[src/rtl/pifo_sched_pkg.sv]
//============================================================================
// Module      : pifo_sched_pkg
// Description : Shared constants for the PIFO dequeue scheduler: root info
//               field positions, rank width default and FSM state encoding.
// Revision    : 1.0 - initial release
//============================================================================
`default_nettype none

package pifo_sched_pkg;

    localparam int c_pifo_rank_width     = 18;
    localparam int c_root_rank_start_pos = 12;
    // Exclusive upper bound: the rank field is [END_POS-1:START_POS].
    localparam int c_root_rank_end_pos   = 30;
    localparam int c_root_info_valid_pos = 31;
    localparam int c_wait_cnt_width      = 4;

    localparam logic [0:0] c_st_idle     = 1'b0;
    localparam logic [0:0] c_st_wait_pop = 1'b1;

endpackage

`default_nettype wire

[src/rtl/pifo_rank_eligibility.sv]
//============================================================================
// Module      : pifo_rank_eligibility
// Description : Extracts one candidate's valid bit and rank, applies the
//               pause threshold and ranks it against the other candidate.
// Revision    : 1.0 - initial release
//============================================================================
`default_nettype none

module pifo_rank_eligibility
    import pifo_sched_pkg::*;
#(
    parameter int PIFO_RANK_WIDTH = c_pifo_rank_width,
    parameter int PIFO_ROOT_WIDTH = 32,
    parameter int RANK_START_POS  = c_root_rank_start_pos,
    parameter int RANK_END_POS    = c_root_rank_end_pos,
    parameter int VALID_POS       = c_root_info_valid_pos,
    parameter bit TIE_WINS        = 1'b0
) (
    input  logic [PIFO_ROOT_WIDTH-1:0] i_self_info,
    input  logic [PIFO_ROOT_WIDTH-1:0] i_other_info,
    input  logic                       i_pause_valid,
    input  logic [PIFO_RANK_WIDTH-1:0] i_pause_rank,
    output logic                       o_valid,
    output logic                       o_paused,
    output logic                       o_wins
);

    logic [PIFO_RANK_WIDTH-1:0] w_self_rank;
    logic [PIFO_RANK_WIDTH-1:0] w_other_rank;
    logic                       w_unused_info;

    assign w_self_rank  = i_self_info[RANK_END_POS-1:RANK_START_POS];
    assign w_other_rank = i_other_info[RANK_END_POS-1:RANK_START_POS];

    assign o_valid  = i_self_info[VALID_POS];
    assign o_paused = i_pause_valid & (w_self_rank >= i_pause_rank);

    // TIE_WINS lets the calendar instance take equal ranks, keeping FIFO order.
    assign o_wins = TIE_WINS ? (w_self_rank <= w_other_rank)
                             : (w_self_rank <  w_other_rank);

    assign w_unused_info = ^{i_self_info, i_other_info};

endmodule

`default_nettype wire

[src/rtl/pifo_dequeue_scheduler.sv]
//============================================================================
// Module      : pifo_dequeue_scheduler
// Description : Chooses between a one-entry hold register (bypass) and the
//               calendar PIFO head, honouring a rank-threshold pause.
//               Optional statistics counters: define PIFO_DEQ_STATS_EN.
// Revision    : 1.0 - initial release
//============================================================================
`default_nettype none

module pifo_dequeue_scheduler
    import pifo_sched_pkg::*;
#(
    parameter int BUFFER_ADDR_WIDTH        = 12,
    parameter int PIFO_RANK_WIDTH          = c_pifo_rank_width,
    parameter int PIFO_ROOT_WIDTH          = 32,
    parameter int ROOT_RANK_START_POS      = c_root_rank_start_pos,
    parameter int ROOT_RANK_END_POS        = c_root_rank_end_pos,
    parameter int ROOT_PIFO_INFO_VALID_POS = c_root_info_valid_pos,
    parameter int POP_LATENCY              = 2
) (
    input  logic                         clk,
    input  logic                         rstn,
    input  logic                         s_axis_valid,
    output logic                         s_axis_ready,
    input  logic [PIFO_ROOT_WIDTH-1:0]   s_axis_pifo_info,
    input  logic [PIFO_ROOT_WIDTH-1:0]   s_axis_pifo_calendar_top,
    input  logic                         s_axis_gpfc_valid,
    input  logic [PIFO_RANK_WIDTH-1:0]   s_axis_gpfc_pause_rank,
    output logic                         m_cal_pop,
    output logic                         m_cal_enq_valid,
    input  logic                         m_cal_enq_ready,
    output logic [PIFO_ROOT_WIDTH-1:0]   m_cal_enq_info,
    input  logic                         m_axis_tready,
    output logic                         m_axis_valid,
    output logic [BUFFER_ADDR_WIDTH-1:0] m_axis_buf_addr,
    output logic                         m_axis_bypass
`ifdef PIFO_DEQ_STATS_EN
    ,
    output logic [31:0]                  stat_bypass_cnt,
    output logic [31:0]                  stat_pop_cnt,
    output logic [31:0]                  stat_pause_stall_cnt
`endif
);

    logic [0:0]                  r_state_q, w_state_d;
    logic [c_wait_cnt_width-1:0] r_wait_cnt_q, w_wait_cnt_d;
    logic                        r_hold_valid_q, w_hold_valid_d;
    logic [PIFO_ROOT_WIDTH-1:0]  r_hold_info_q, w_hold_info_d;
    logic                        r_out_valid_q, w_out_valid_d;
    logic [BUFFER_ADDR_WIDTH-1:0] r_out_addr_q, w_out_addr_d;
    logic                        r_out_bypass_q, w_out_bypass_d;

    logic w_hold_paused, w_hold_wins, w_hold_info_valid;
    logic w_cal_valid, w_cal_paused, w_cal_wins;
    logic w_idle, w_hold_elig, w_cal_elig;
    logic w_bypass_grant, w_cal_grant;

    pifo_rank_eligibility #(
        .PIFO_RANK_WIDTH (PIFO_RANK_WIDTH),
        .PIFO_ROOT_WIDTH (PIFO_ROOT_WIDTH),
        .RANK_START_POS  (ROOT_RANK_START_POS),
        .RANK_END_POS    (ROOT_RANK_END_POS),
        .VALID_POS       (ROOT_PIFO_INFO_VALID_POS),
        .TIE_WINS        (1'b0)
    ) u_hold_elig (
        .i_self_info   (r_hold_info_q),
        .i_other_info  (s_axis_pifo_calendar_top),
        .i_pause_valid (s_axis_gpfc_valid),
        .i_pause_rank  (s_axis_gpfc_pause_rank),
        .o_valid       (w_hold_info_valid),
        .o_paused      (w_hold_paused),
        .o_wins        (w_hold_wins)
    );

    pifo_rank_eligibility #(
        .PIFO_RANK_WIDTH (PIFO_RANK_WIDTH),
        .PIFO_ROOT_WIDTH (PIFO_ROOT_WIDTH),
        .RANK_START_POS  (ROOT_RANK_START_POS),
        .RANK_END_POS    (ROOT_RANK_END_POS),
        .VALID_POS       (ROOT_PIFO_INFO_VALID_POS),
        .TIE_WINS        (1'b1)
    ) u_cal_elig (
        .i_self_info   (s_axis_pifo_calendar_top),
        .i_other_info  (r_hold_info_q),
        .i_pause_valid (s_axis_gpfc_valid),
        .i_pause_rank  (s_axis_gpfc_pause_rank),
        .o_valid       (w_cal_valid),
        .o_paused      (w_cal_paused),
        .o_wins        (w_cal_wins)
    );

    assign w_idle      = (r_state_q == c_st_idle);
    assign w_hold_elig = r_hold_valid_q & w_hold_info_valid & ~w_hold_paused;
    assign w_cal_elig  = w_cal_valid & ~w_cal_paused;

    assign w_bypass_grant = w_idle & m_axis_tready & w_hold_elig &
                            (~w_cal_valid | w_cal_paused | w_hold_wins);
    assign w_cal_grant    = w_idle & m_axis_tready & ~w_bypass_grant & w_cal_elig &
                            (~r_hold_valid_q | w_cal_wins | w_hold_paused);

    // Gated with rstn so both strobes drop the instant reset is asserted.
    assign m_cal_pop       = w_cal_grant & rstn;
    assign m_cal_enq_valid = r_hold_valid_q & ~w_bypass_grant & ~w_cal_grant & rstn;
    assign m_cal_enq_info  = r_hold_info_q;
    assign s_axis_ready    = ~r_hold_valid_q;

    assign m_axis_valid    = r_out_valid_q;
    assign m_axis_buf_addr = r_out_addr_q;
    assign m_axis_bypass   = r_out_bypass_q;

    always_comb begin
        w_state_d      = r_state_q;
        w_wait_cnt_d   = r_wait_cnt_q;
        w_hold_valid_d = r_hold_valid_q;
        w_hold_info_d  = r_hold_info_q;
        w_out_valid_d  = 1'b0;
        w_out_addr_d   = r_out_addr_q;
        w_out_bypass_d = r_out_bypass_q;

        case (r_state_q)
            c_st_idle: begin
                if (w_cal_grant) begin
                    w_state_d    = c_st_wait_pop;
                    w_wait_cnt_d = c_wait_cnt_width'(POP_LATENCY - 1);
                end
            end
            c_st_wait_pop: begin
                if (r_wait_cnt_q == '0) begin
                    w_state_d = c_st_idle;
                end else begin
                    w_wait_cnt_d = r_wait_cnt_q - 1'b1;
                end
            end
            default: begin
                w_state_d = c_st_idle;
            end
        endcase

        if (w_bypass_grant) begin
            w_out_valid_d  = 1'b1;
            w_out_addr_d   = r_hold_info_q[BUFFER_ADDR_WIDTH-1:0];
            w_out_bypass_d = 1'b1;
        end else if (w_cal_grant) begin
            w_out_valid_d  = 1'b1;
            w_out_addr_d   = s_axis_pifo_calendar_top[BUFFER_ADDR_WIDTH-1:0];
            w_out_bypass_d = 1'b0;
        end

        // Latching only from an empty register makes latch+bypass mutually exclusive.
        if (r_hold_valid_q) begin
            if (w_bypass_grant || (m_cal_enq_valid && m_cal_enq_ready)) begin
                w_hold_valid_d = 1'b0;
            end
        end else if (s_axis_valid && s_axis_pifo_info[ROOT_PIFO_INFO_VALID_POS]) begin
            w_hold_valid_d = 1'b1;
            w_hold_info_d  = s_axis_pifo_info;
        end
    end

    always_ff @(posedge clk or negedge rstn) begin
        if (!rstn) begin
            r_state_q      <= c_st_idle;
            r_wait_cnt_q   <= '0;
            r_hold_valid_q <= 1'b0;
            r_hold_info_q  <= '0;
            r_out_valid_q  <= 1'b0;
            r_out_addr_q   <= '0;
            r_out_bypass_q <= 1'b0;
        end else begin
            r_state_q      <= w_state_d;
            r_wait_cnt_q   <= w_wait_cnt_d;
            r_hold_valid_q <= w_hold_valid_d;
            r_hold_info_q  <= w_hold_info_d;
            r_out_valid_q  <= w_out_valid_d;
            r_out_addr_q   <= w_out_addr_d;
            r_out_bypass_q <= w_out_bypass_d;
        end
    end

`ifdef PIFO_DEQ_STATS_EN
    logic [31:0] r_stat_bypass_q, w_stat_bypass_d;
    logic [31:0] r_stat_pop_q, w_stat_pop_d;
    logic [31:0] r_stat_stall_q, w_stat_stall_d;
    logic        w_pause_stall;

    assign w_pause_stall = w_idle & ~w_bypass_grant & ~w_cal_grant &
                           ((r_hold_valid_q & w_hold_paused) | (w_cal_valid & w_cal_paused));

    always_comb begin
        w_stat_bypass_d = r_stat_bypass_q;
        w_stat_pop_d    = r_stat_pop_q;
        w_stat_stall_d  = r_stat_stall_q;
        if (w_bypass_grant && (r_stat_bypass_q != '1)) w_stat_bypass_d = r_stat_bypass_q + 32'd1;
        if (w_cal_grant && (r_stat_pop_q != '1))       w_stat_pop_d    = r_stat_pop_q + 32'd1;
        if (w_pause_stall && (r_stat_stall_q != '1))   w_stat_stall_d  = r_stat_stall_q + 32'd1;
    end

    always_ff @(posedge clk or negedge rstn) begin
        if (!rstn) begin
            r_stat_bypass_q <= '0;
            r_stat_pop_q    <= '0;
            r_stat_stall_q  <= '0;
        end else begin
            r_stat_bypass_q <= w_stat_bypass_d;
            r_stat_pop_q    <= w_stat_pop_d;
            r_stat_stall_q  <= w_stat_stall_d;
        end
    end

    assign stat_bypass_cnt      = r_stat_bypass_q;
    assign stat_pop_cnt         = r_stat_pop_q;
    assign stat_pause_stall_cnt = r_stat_stall_q;
`endif

endmodule

`default_nettype wire
[config.mk]
export PLATFORM = sky130hd
export DESIGN_NAME = pifo_dequeue_scheduler
export DESIGN_NICKNAME = d
export VERILOG_FILES = /design/src/rtl/pifo_sched_pkg.sv /design/src/rtl/pifo_rank_eligibility.sv /design/src/rtl/pifo_dequeue_scheduler.sv
export SDC_FILE = /design/constraint.sdc
export NUM_CORES = 1
export LEC_CHECK = 0
export ABC_AREA = 0
export CAP_MARGIN = 20
export CORE_MARGIN = 5
export CORE_UTILIZATION = 30
export CTS_BUF_LIST = sky130_fd_sc_hd__clkbuf_16
export DETAILED_ROUTE_END_ITERATION = 12
export MAX_ROUTING_LAYER = met4
export SYNTH_ARGS = -nofsm -noshare
export SYNTH_HDL_FRONTEND = slang
export SYNTH_SLANG_ARGS = --single-unit
[constraint.sdc]
create_clock -name clk -period 4.09 [get_ports clk]
set_clock_uncertainty 0.15 [all_clocks]
set_input_delay 0.409 -clock clk [delete_from_list [all_inputs] [get_ports clk]]
set_output_delay 0.409 -clock clk [all_outputs]
set_load 0.05 [all_outputs]
==> results_dict.tcl <==
set metrics [dict create \
    worst_pin_slew_ns 0.908 \
    combPwrFrac 0.632 \
    peakVddDrop_v 0.000382 \
    ys_ff_latch 52 \
    die_area_mm2 0.0141 \
    min_period_ns 3.72 \
    max_stage_delay_ns 0.50 \
    initial_core_util 0.309 \
    grt_pass1_vias 3519 \
    fmax_mhz 268 \
    via_per_inst 5.01 \
    yosysUniqueCellTypes 45 \
    drtIter0Drc 109 \
    ys_warn_count 0 \
    worstSetupStartpointType "primary input" \
    fin_crit_sh 0.911 \
    fin_cells 643 \
    place_inst 634 \
    crit_type "in2out" \
    finalHoldViolCount 0 \
    gp_congestion 0.824 \
    intPower_mw 1.95 \
    max-cap-violations 0 \
    nFillCells 1135 \
    maxSlewHeadroom 0.394 \
    cts_buffers 5 \
    core_area_mm2 0.0115 \
    clk_latency_ns 0.29 \
    ant_nets 0 \
    synth-edff-count 0 \
    rsz0062_at_grt "false" \
    clockPowerShare 0.111 \
    wirelength_mm 10.8 \
    placement.io_buffers 135 \
    h-tree-depth 2 \
    synthCells 362 \
    synth_ff_type "dfrtp_1" \
    critPathSlowestCell "clkdlybuf4s50_1" \
    io_pins 137 \
    clock_tree.buffer_depth 2 \
    hpwlAfterDp_mm 8.66 \
    area_delta_synth_final_pct 47.6 \
    drc 0 \
    antenna_found_initial 0 \
    grt_max_degree 45 \
    clock-sinks 52 \
    cts_resized 0 \
    chipWidth_um 119 \
    drive_above_1_share 0.114 \
    cts_root_buffer "clkbuf_16" \
    finalSetupViolations 0 \
    wl_per_cell_um 16.8 \
    p_leak_nw 2.34 \
    final_cell_mix "clkdlybuf4s50_1, ha_1, dfrtp_1" \
    grt_pass1_wl_mm 17.7 \
    cp.required_ns 3.53 \
    grt_usage 0.157 \
    diodes 0 \
    num_vias 3220 \
    switchingPower_mw 1.95 \
    cts.clk_slew.worst_paths_ns 0.07 \
    synthArstFlopShare 1.00 \
    setup_tns_ns 0 \
    seqPwrFrac 0.258 \
    synth_nets 505 \
    drv_slew 0 \
    dr.pass1.iters 4 \
    crit_arrival_ns 3.17 \
    syn_area_mm2 0.00355 \
    seq_area_frac_synth 0.366 \
    rows 39 \
    status "completed" \
    final_common_cell "clkdlybuf4s50_1" \
    powerDensity_mw_per_mm2 743 \
    cp_cell_sequence "clkdlybuf4s50_1, inv_1, ha_1, nand4_1, nor4_1, a21boi_1, o31ai_2, a21oi_2, or2_4, and4_1, buf_12" \
    cts_tree "yes" \
    syn_avg_cell_area_um2 9.82 \
    min_path_type "reg2reg" \
    end_kind "output port" \
    die_y_um 119 \
    sw_frac_of_total 0.501 \
    crit_fanout 14 \
    grt_overflow 0 \
    final_nets 642 \
]
## routing by layer
metal	vias up	share of wire	track usage
li1	1600	-	-
met1	1524	0.47	0.198
met2	92	0.47	0.260
met3	4	0.054	0.0374
met4	0	0.0063	0.0290
met5	-	0	-
## path summary, 6_finish.rpt
| path | from | end | slack, ns | depth (start not counted) |
|---|---|---|---|---|
| worst max-delay path | s_axis_pifo_calendar_top[28] | m_cal_enq_valid | 0.37 | 11 |
| worst min-delay path | m_axis_bypass | m_axis_bypass | 0.35 | 1 |
| worst max register to register | m_cal_enq_info[28] | r_hold_valid_q | 1.37 | 9 |
| worst min register to register | m_axis_bypass | m_axis_bypass | 0.35 | 1 |
| max in group asynchronous | rstn | m_cal_enq_info[14] | 2.49 | 3 |
| min in group asynchronous | rstn | m_axis_buf_addr[5] | 0.42 | 2 |
## power groups by stage
stage               clock network [mW]  registers [mW]  logic (mW)
floorplan                            0            1.76       0.841
global placement                     0            1.02        2.45
detailed placement                   0            1.02        2.48
CTS                              0.446            1.01        2.49
global route                     0.467            1.05        2.66
finish                           0.431            1.01        2.46
## flip-flops by register name, summed over array words and instances, names as in the netlist
name,count
m_cal_enq_info,32
m_axis_bypass,1
m_axis_valid,1
m_axis_buf_addr,12
r_state_q,1
r_hold_valid_q,1
r_wait_cnt_q,4
## through the flow
| step | hold WS, ns | area, um^2 | worst slack [ns] | total power, mW | util |
|---|---|---|---|---|---|
| final | 0.352 | 5250 | 0.366 | 3.90 | 0.456 |
| after global routing | 0.382 | 5250 | 0.122 | 4.18 | 0.456 |
| after CTS | 0.355 | 5250 | 0.338 | 3.95 | 0.456 |
| after detailed placement | 0.152 | 5090 | 0.361 | 3.50 | 0.442 |
| after global placement | 0.152 | 5090 | 0.382 | 3.47 | 0.442 |
| after floorplan | -0.0366 | 3550 | 0.942 | 2.60 | - |
## timing repair
item | in CTS | in global routing
setup buffers | 0 | 0
hold endpoints to repair | 8 | 0
hold buffers | 1 | 0
## cells by family (layout without fill, tap and decap cells)
kind of cell | Yosys count | in the layout | synth area share
buffers and inverters | 56 | 194 | 0.0641
adder cells (fa/ha/maj) | 55 | 55 | 0.194
AND/OR/NAND/NOR | 80 | 80 | 0.117
AO/OA/AOI/OAI | 85 | 85 | 0.153
flip-flops | 52 | 52 | 0.366
XOR/XNOR | 2 | 2 | 0.00493
multiplexers | 32 | 32 | 0.101
## worst max-delay path, delay by kind of cell
kind,cells,cell delay [ns]
and+or+nand+nor,4,1.17
buffers and inverters,3,0.70
AOI/OAI and AO/OA,3,0.56
adders and majority gates,1,0.31
## area by class of cell
| cell class | count | area (um^2) | share of cell area |
|---|---|---|---|
| Tap cell | 143 | 179 | 0.0341 |
| Sequential cell | 52 | 1300 | 0.248 |
| Timing Repair Buffer | 143 | 1430 | 0.272 |
| Clock inverter | 3 | 21.3 | 0.00405 |
| Clock buffer | 5 | 125 | 0.0238 |
| Multi-Input combinational cell | 254 | 2030 | 0.387 |
| Inverter | 43 | 161 | 0.0308 |
## synthesized netlist by cell type (3+ instances only)
cell type  instances  area, um^2
dfrtp_1           52        1300
nand2b_1           5        31.3
mux2_2            31         349
nor2_1             8        30.0
o21a_1             3        22.5
a21oi_1           22         110
nand2_1           18        67.6
a31oi_1           13        81.3
buf_2              4        20.0
nand3_1            6        30.0
nor4_1             3        18.8
o21ai_0           21         105
ha_1              55         688
inv_1             43         161
nor3_1            13        65.1
nand4_1           22         138
clkbuf_1           6        22.5
Power figures use the tool's default switching activity.
